## config.mk

```make
export PLATFORM = sky130hd
export DESIGN_NAME = spiker_result_fifo
export DESIGN_NICKNAME = d
export VERILOG_FILES = /design/src/rtl/spiker_fifo_pkg.sv /design/src/rtl/spiker_frame_ram.sv /design/src/rtl/spiker_result_fifo.sv
export SDC_FILE = /design/constraint.sdc
export NUM_CORES = 2
export LEC_CHECK = 0
export BUFFER_PORTS_ARGS = -buffer_cell sky130_fd_sc_hd__buf_2
export CAP_MARGIN = 40
export CELL_PAD_IN_SITES_DETAIL_PLACEMENT = 0
export CELL_PAD_IN_SITES_GLOBAL_PLACEMENT = 2
export CORE_ASPECT_RATIO = 0.7
export CORE_MARGIN = 2
export CORE_UTILIZATION = 40
export CTS_BUF_LIST = sky130_fd_sc_hd__clkbuf_16
export DETAILED_ROUTE_END_ITERATION = 10
export GPL_TIMING_DRIVEN = 0
export PLACE_DENSITY = 0.74
export SLEW_MARGIN = 20
export SYNTH_ARGS = -nofsm -noshare
export SYNTH_HDL_FRONTEND = slang
export SYNTH_HIERARCHICAL = 1
export SYNTH_SLANG_ARGS = --single-unit
```

## constraint.sdc

```tcl
create_clock -name clk_i -period 167.3 [get_ports clk_i]
set_clock_uncertainty 0.15 [all_clocks]
set_input_delay 0 -clock clk_i [delete_from_list [all_inputs] [get_ports clk_i]]
set_output_delay 0 -clock clk_i [all_outputs]
set_load 0.03 [all_outputs]
```

## src/rtl/spiker_fifo_pkg.sv

```systemverilog
// spiker_fifo_pkg
// Shared types for the spike-result frame FIFO:
//   policy_e      - full-FIFO policy (stall/drop or overwrite-oldest)
//   fsm_state_e   - result-window control state (IDLE, HOLD)
//   n_reg_ceil()  - minimum result words needed to hold a DATA_WIDTH frame
// The frame entry struct depends on module parameters, so it is declared
// inside spiker_result_fifo. Its layout is {seq, [popcount,] data}.
package spiker_fifo_pkg;

  typedef enum logic {
    POLICY_STALL     = 1'b0,
    POLICY_OVERWRITE = 1'b1
  } policy_e;

  typedef enum logic {
    FSM_IDLE = 1'b0,
    FSM_HOLD = 1'b1
  } fsm_state_e;

  function automatic int n_reg_ceil(input int data_width, input int width);
    return (data_width + width - 1) / width;
  endfunction

endpackage

```

## src/rtl/spiker_frame_ram.sv

```systemverilog
// spiker_frame_ram
// DEPTH x ENTRY_W frame storage with a synchronous write port and a
// registered read port. The read register only loads on re_i, so it holds
// the last popped entry between pops. A same-address read and write in one
// cycle returns the old contents.
// Ports:
//   clk_i, rst_i       clock, synchronous active-high reset (read register only)
//   we_i/waddr_i/wdata_i  write port
//   re_i/raddr_i       read enable/address
//   rdata_o            registered read data
module spiker_frame_ram #(
  parameter int DEPTH   = 4,
  parameter int ENTRY_W = 8,
  parameter int AW      = $clog2(DEPTH)
) (
  input  logic               clk_i,
  input  logic               rst_i,
  input  logic               we_i,
  input  logic [AW-1:0]      waddr_i,
  input  logic [ENTRY_W-1:0] wdata_i,
  input  logic               re_i,
  input  logic [AW-1:0]      raddr_i,
  output logic [ENTRY_W-1:0] rdata_o
);

  logic [ENTRY_W-1:0] mem_q [DEPTH];
  logic [ENTRY_W-1:0] rdata_q;

  // The contents need no reset: the pointers and level are reset, so stale
  // entries are never read back.
  always_ff @(posedge clk_i) begin
    if (we_i) mem_q[waddr_i] <= wdata_i;
  end

  always_ff @(posedge clk_i) begin
    if (rst_i)     rdata_q <= '0;
    else if (re_i) rdata_q <= mem_q[raddr_i];
  end

  assign rdata_o = rdata_q;

endmodule

```

## src/rtl/spiker_result_fifo.sv

```systemverilog
// spiker_result_fifo
// Frame FIFO between the spiking-core output and the adapter register file.
// Frames are pushed with ready_i, and software pops one at a time with
// sample_i. The popped head appears on spikes_result_o one clock later.
// Optional feature: define SPIKER_RESULT_FIFO_POPCOUNT_EN to add popcount_o.
// This is the set-bit count of the presented frame, computed at push time.
// Ports:
//   clk_i, rst_i      clock, synchronous active-high reset
//   data_out_i        core result vector (DATA_WIDTH)
//   ready_i           push strobe
//   sample_i          pop request pulse
//   clear_i           clear sticky flags and the sequence counter
//   writer_ready_o    a push can be accepted
//   spikes_result_o   presented frame, N_REG words of WIDTH, zero-padded
//   result_valid_o    spikes_result_o holds a popped frame
//   frame_seq_o       sequence number of the presented frame
//   level_o           stored frame count
//   overflow_o        sticky: a push was dropped or overwrote data
//   underflow_o       sticky: pop while empty
//   dbg_state_o       control FSM state (IDLE/HOLD)
//   popcount_o        (macro only) set bits in the presented frame
module spiker_result_fifo
  import spiker_fifo_pkg::*;
#(
  parameter int WIDTH      = 32,
  parameter int DATA_WIDTH = 800,
  parameter int N_REG      = 25,
  parameter int DEPTH      = 4,
  parameter int OVERWRITE  = 0,
  parameter int SEQ_W      = 16
) (
  input  logic                      clk_i,
  input  logic                      rst_i,
  input  logic [DATA_WIDTH-1:0]     data_out_i,
  input  logic                      ready_i,
  input  logic                      sample_i,
  input  logic                      clear_i,
  output logic                      writer_ready_o,
  output logic [N_REG*WIDTH-1:0]    spikes_result_o,
  output logic                      result_valid_o,
  output logic [SEQ_W-1:0]          frame_seq_o,
  output logic [$clog2(DEPTH):0]    level_o,
`ifdef SPIKER_RESULT_FIFO_POPCOUNT_EN
  output logic [$clog2(DATA_WIDTH+1)-1:0] popcount_o,
`endif
  output logic                      overflow_o,
  output logic                      underflow_o,
  output fsm_state_e                dbg_state_o
);

  localparam int AW    = $clog2(DEPTH);
  localparam int LVL_W = AW + 1;
  localparam int PC_W  = $clog2(DATA_WIDTH + 1);
  localparam policy_e POLICY = (OVERWRITE != 0) ? POLICY_OVERWRITE : POLICY_STALL;
  localparam logic [LVL_W-1:0] FULL_LVL = LVL_W'(DEPTH);

  if (N_REG < n_reg_ceil(DATA_WIDTH, WIDTH)) begin : g_bad_n_reg
    $error("N_REG*WIDTH must cover DATA_WIDTH");
  end

  typedef struct packed {
    logic [SEQ_W-1:0]      seq;
`ifdef SPIKER_RESULT_FIFO_POPCOUNT_EN
    logic [PC_W-1:0]       popcount;
`endif
    logic [DATA_WIDTH-1:0] data;
  } entry_t;

  localparam int ENTRY_W = $bits(entry_t);

  logic [AW-1:0]    wr_ptr_q, wr_ptr_d, rd_ptr_q, rd_ptr_d;
  logic [LVL_W-1:0] level_q, level_d;
  logic [SEQ_W-1:0] seq_q, seq_d;
  logic             ovf_q, ovf_d, udf_q, udf_d;
  logic             wr_rdy_q;
  logic             valid_q;
  fsm_state_e       state_q;

  logic   full, empty, pop_ok, pop_empty, push_ok, ovw, drop;
  entry_t wr_entry, rd_entry;

`ifdef SPIKER_RESULT_FIFO_POPCOUNT_EN
  function automatic logic [PC_W-1:0] popcnt(input logic [DATA_WIDTH-1:0] v);
    logic [PC_W-1:0] c;
    c = '0;
    for (int i = 0; i < DATA_WIDTH; i++) c = c + PC_W'(v[i]);
    return c;
  endfunction
`endif

  assign full      = (level_q == FULL_LVL);
  assign empty     = (level_q == '0);
  assign pop_ok    = sample_i && !empty;
  assign pop_empty = sample_i && empty;
  // When the FIFO is full, a concurrent pop frees the slot, so the push goes
  // in without overflow under either policy.
  assign push_ok   = ready_i && (!full || pop_ok || (POLICY == POLICY_OVERWRITE));
  assign ovw       = ready_i && full && !pop_ok && (POLICY == POLICY_OVERWRITE);
  assign drop      = ready_i && full && !pop_ok && (POLICY == POLICY_STALL);

  always_comb begin
    wr_entry      = '0;
    wr_entry.seq  = seq_q;
    wr_entry.data = data_out_i;
`ifdef SPIKER_RESULT_FIFO_POPCOUNT_EN
    wr_entry.popcount = popcnt(data_out_i);
`endif
  end

  always_comb begin
    wr_ptr_d = wr_ptr_q;
    rd_ptr_d = rd_ptr_q;
    level_d  = level_q;
    seq_d    = seq_q;
    if (push_ok) begin
      wr_ptr_d = wr_ptr_q + AW'(1);
      seq_d    = seq_q + SEQ_W'(1);
    end
    // An overwrite discards the oldest entry, so the head moves with the tail.
    if (pop_ok || ovw) rd_ptr_d = rd_ptr_q + AW'(1);
    if (push_ok && !ovw && !pop_ok)      level_d = level_q + LVL_W'(1);
    else if (pop_ok && !push_ok)         level_d = level_q - LVL_W'(1);
    if (clear_i) seq_d = '0;
    // A coincident clear takes priority over a new flag event.
    ovf_d = clear_i ? 1'b0 : (ovf_q || ovw || drop);
    udf_d = clear_i ? 1'b0 : (udf_q || pop_empty);
  end

  always_ff @(posedge clk_i) begin
    if (rst_i) begin
      wr_ptr_q <= '0;
      rd_ptr_q <= '0;
      level_q  <= '0;
      seq_q    <= '0;
      ovf_q    <= 1'b0;
      udf_q    <= 1'b0;
      wr_rdy_q <= 1'b1;
    end else begin
      wr_ptr_q <= wr_ptr_d;
      rd_ptr_q <= rd_ptr_d;
      level_q  <= level_d;
      seq_q    <= seq_d;
      ovf_q    <= ovf_d;
      udf_q    <= udf_d;
      wr_rdy_q <= (POLICY == POLICY_OVERWRITE) ? 1'b1 : (level_d < FULL_LVL);
    end
  end

  // Result-window control: HOLD while the window holds a popped frame.
  always_ff @(posedge clk_i) begin
    if (rst_i) begin
      state_q <= FSM_IDLE;
      valid_q <= 1'b0;
    end else begin
      case (state_q)
        FSM_IDLE: if (pop_ok) begin
          state_q <= FSM_HOLD;
          valid_q <= 1'b1;
        end
        FSM_HOLD: if (pop_empty) begin
          state_q <= FSM_IDLE;
          valid_q <= 1'b0;
        end
        default: begin
          state_q <= FSM_IDLE;
          valid_q <= 1'b0;
        end
      endcase
    end
  end

  spiker_frame_ram #(
    .DEPTH   (DEPTH),
    .ENTRY_W (ENTRY_W),
    .AW      (AW)
  ) u_ram (
    .clk_i   (clk_i),
    .rst_i   (rst_i),
    .we_i    (push_ok),
    .waddr_i (wr_ptr_q),
    .wdata_i (wr_entry),
    .re_i    (pop_ok),
    .raddr_i (rd_ptr_q),
    .rdata_o (rd_entry)
  );

  // Word i is bits [(i+1)*WIDTH-1 -: WIDTH]. The padding above DATA_WIDTH is 0.
  always_comb begin
    spikes_result_o                   = '0;
    spikes_result_o[DATA_WIDTH-1:0]   = rd_entry.data;
  end

  assign frame_seq_o    = rd_entry.seq;
  assign result_valid_o = valid_q;
  assign writer_ready_o = wr_rdy_q;
  assign level_o        = level_q;
  assign overflow_o     = ovf_q;
  assign underflow_o    = udf_q;
  assign dbg_state_o    = state_q;
`ifdef SPIKER_RESULT_FIFO_POPCOUNT_EN
  assign popcount_o     = rd_entry.popcount;
`endif

endmodule
```

==> summary.txt <==
Setup path
  • Worst R2R Start: level_o[0]
  • Crit path to: u_ram/mem_q[0][516]
  • Setup crit end kind: flip-flop
  • WP data required: 167.81 ns
  • Reg2Reg Capture Point: u_ram/mem_q[0][516]
  • CP cell instances: inv_1 -> ha_1 -> nand3b_1 -> nand2_1 -> inv_1 -> nor3b_2 -> buf_6 -> buf_6 -> buf_4 -> buf_4 -> buf_4 -> buf_6 -> buf_4 -> buf_6 -> buf_4 -> buf_4 -> buf_4 -> buf_6 -> buf_4
  • Slowest stage cell, crit path: nor3b_2
  • Setup CP Type: reg -> reg
  • Peak fanout along the critical path: 9
  • Cell mode on critical path: buf_4
  • Worst EP arrival: approximately 5.5 ns
  • Flop-to-flop setup slack: between 150 and 200 ns
  • Crit path from: level_o[0]
  • Worst setup SP type: flip-flop
  • Worst Reg2Reg Path Length in Cells: 19
  • CP peak stage delay: around 0.6 ns

Timing
  • Worst slew pin tran: between 0.8 and 0.9 ns
  • Setup-failing EPs final: 0
  • F_max: 201.0 MHz
  • Hold Slack: 0.1387 ns
  • Unrepaired setup endpoints after global routing: no
  • Period utilization: 0.02974
  • Slew headroom: 0.4341
  • Final Hold Viols: 0
  • Max Slew Vio Count: 0
  • Setup TNS: 0 ns
  • Final WS setup: roughly 160 ns
  • Crit path time final: 4.976 ns

Yosys
  • Post-Syn Area: about 150000 um^2
  • Synthesis-stage register bit count: between 4000 and 5000
  • Post-Syn Nets: 8861
  • Yosys Warn Count: 6
  • Synth Instances: 8052
  • Mean Syn Cell Area: 18.73 um^2
  • Main synth FF type: edfxtp_1
  • Post-synthesis sequential area ratio: 0.7618
  • Async SR Flop Fraction: 0
  • Netlist cell types: between 40 and 50
  • EDFF count, synth: 3264

Run
  • MaxCap Viol Count: 0

Cells and area
  • Commonest non-fill, non-tap cell in the layout: edfxtp_1
  • Nets: ~13000
  • Share of layout cells above drive strength 1: 0.3138
  • Most frequent cells in the layout: edfxtp_1 (3264), buf_2 (1878), mux2i_1 (1632)
  • Final instance area: 198400 um^2
  • Post-Layout Cell Count: between 15000 and 20000
  • Area Growth Syn to Fin: 31.50%

Clock tree
  • Setup Buffers After CTS: 0
  • # hold bufs at CTS: 1609
  • Htree depth: 5
  • CTS tree: done
  • Clk_lat worst skew: about 0.97 ns
  • Num CTS Buffers: around 390
  • Gates resized, CTS repair: 0
  • CTS clk-pin slew, worst paths: 0.07 ns
  • CTS Sinks: 4108
  • Max clock buf depth: 4
  • Clk root buf: clkbuf_16

Global routing
  • Pin count of the biggest net entering global routing: 43
  • All-Layer GR Usage: 0.2379
  • Initial antenna violation count: 198
  • Vias in the first global route: 94070
  • First-pass GRT wire length: 667.2 mm
  • Total grt overflow: 0

Placed design
  • Post-Place Cells: 14960
  • PortBufs: 1628
  • DP HPWL: 330.6 mm
  • DP Worst Slack: 162.22 ns
  • Post-place instance area: 169000 um^2
  • GPL Wtd Cong: 0.8163

Drt
  • Vias: 91140
  • Detailed Routing Iterations Pass 1: 6
  • Routed WL: 473.8 mm
  • Avg WL per Cell: 27.21 um
  • DRT antenna net count: 0
  • Via/cell ratio: 5.234
  • DRC errors left: 0
  • Initial DRC count: 7269

Floorplanning
  • Die Wd: 738.0 um
  • Core footprint: approximately 370000 um^2
  • Die area: 382100 um^2
  • IO Pins: 1629
  • Row count: 188
  • DIE HEIGHT: 517.8 um
  • Starting density of the core: 0.4023

Pwr
  • Leakage: 68.69 nW
  • Power per Cell Area: between 10 and 15 nW/um^2
  • Worst VDD drop: 0.009486 mV

Min path
  • Hold Crit Start: sample_i
  • Hold WC Path Type: in -> reg

Outcome
  • Status: complete, no violations
## worst min path at each step
stage | endpoint | slack, ns | cells after the start
final | flip-flop | 0.14 | 5
after global routing | seq_q[1] | 0.13 | 5
after CTS | flip-flop | 0.03 | 5
after detailed placement | u_ram/mem_q[3][675] | 0.06 | 1
after global placement | u_ram/mem_q[0][494] | 0.06 | 1
after floorplan | u_ram/mem_q[0][0] | -0.05 | 0
## per-stage QoR
stage,util,total power [W]
floorplan,-,0.001536
global placement,0.4408,0.001769
detailed placement,0.4507,0.001639
CTS,0.5283,0.002566
global route,0.5288,0.002631
finish,0.5290,0.002547
## critical path: cells and delay by family, from the launching register on
family / cells / cell delay, ns
buffers and inverters: 15 / 2.74
adders and majority gates: 1 / 0.29
DFF: 1 / 0.40
and+or+nand+nor: 3 / 1.07
## logic make-up after synthesis
group / count (synthesis) / share of synthesized area
xor gates and xnor gates: 13 / 0.0007548
adders and majority gates: 4 / 0.0003318
and+or+nand+nor: 892 / 0.05004
AOI/OAI and AO/OA: 844 / 0.06092
DFF: 4108 / 0.7618
buffers and inverters: 558 / 0.01778
muxes: 1633 / 0.1084
## power by group
| group | leakage (nW) | internal (W) | switching [W] |
|---|---|---|---|
| registers | 36.9 | 0.00119 | 0.0000310 |
| clock network | 6.67 | 0.000502 | 0.000394 |
| logic | 25.1 | 0.000148 | 0.000282 |
| total | 68.7 | 0.00184 | 0.000708 |
## layout make-up
cell class	count	area (um^2)
sequential	4108	114900
clock buffer	398	9960
buffer	553	2680
antenna	103	257.7
tap	5035	6300
multi-input combinational	3386	33270
fill	30550	176600
inverter	5	18.77
timing repair buffer	3484	27950
clock inverter	342	3013
## flip-flops by register name (all words and copies together), names as in the netlist, named ones only
name	count
u_ram/rdata_o	816
seq_q	16
u_ram/mem_q	3264
underflow_o	1
level_o	2
result_valid_o	1
overflow_o	1
writer_ready_o	1
rd_ptr_q	2
wr_ptr_q	2
## synth_stat cells (6+ instances only)
cell type / instances / area (um^2)
o221ai_2: 300 / 4504
buf_2: 250 / 1251
xor2_1: 8 / 70.07
nand2_1: 8 / 30.03
nor2_1: 24 / 90.09
dfxtp_1: 844 / 16900
a21oi_1: 11 / 55.05
buf_6: 36 / 405.4
o21ai_0: 8 / 40.04
o221ai_1: 516 / 4519
or3b_2: 806 / 7059
clkbuf_1: 261 / 979.7
mux2i_1: 1632 / 16340
edfxtp_1: 3264 / 98010
nand3_1: 10 / 50.05
or3b_1: 11 / 96.34
nand4_1: 6 / 37.54
## layer usage
metal / share of wire / routed length [um] / global-route usage / up-vias
li1: - / - / - / 40600
met1: 0.39 / 183400 / 0.2883 / 46300
met2: 0.48 / 226900 / 0.3950 / 3173
met3: 0.078 / 37060 / 0.06247 / 955
met4: 0.054 / 25750 / 0.1149 / 104
met5: 0.0014 / 669 / 0 / -
Power figures use the tool's default switching activity.
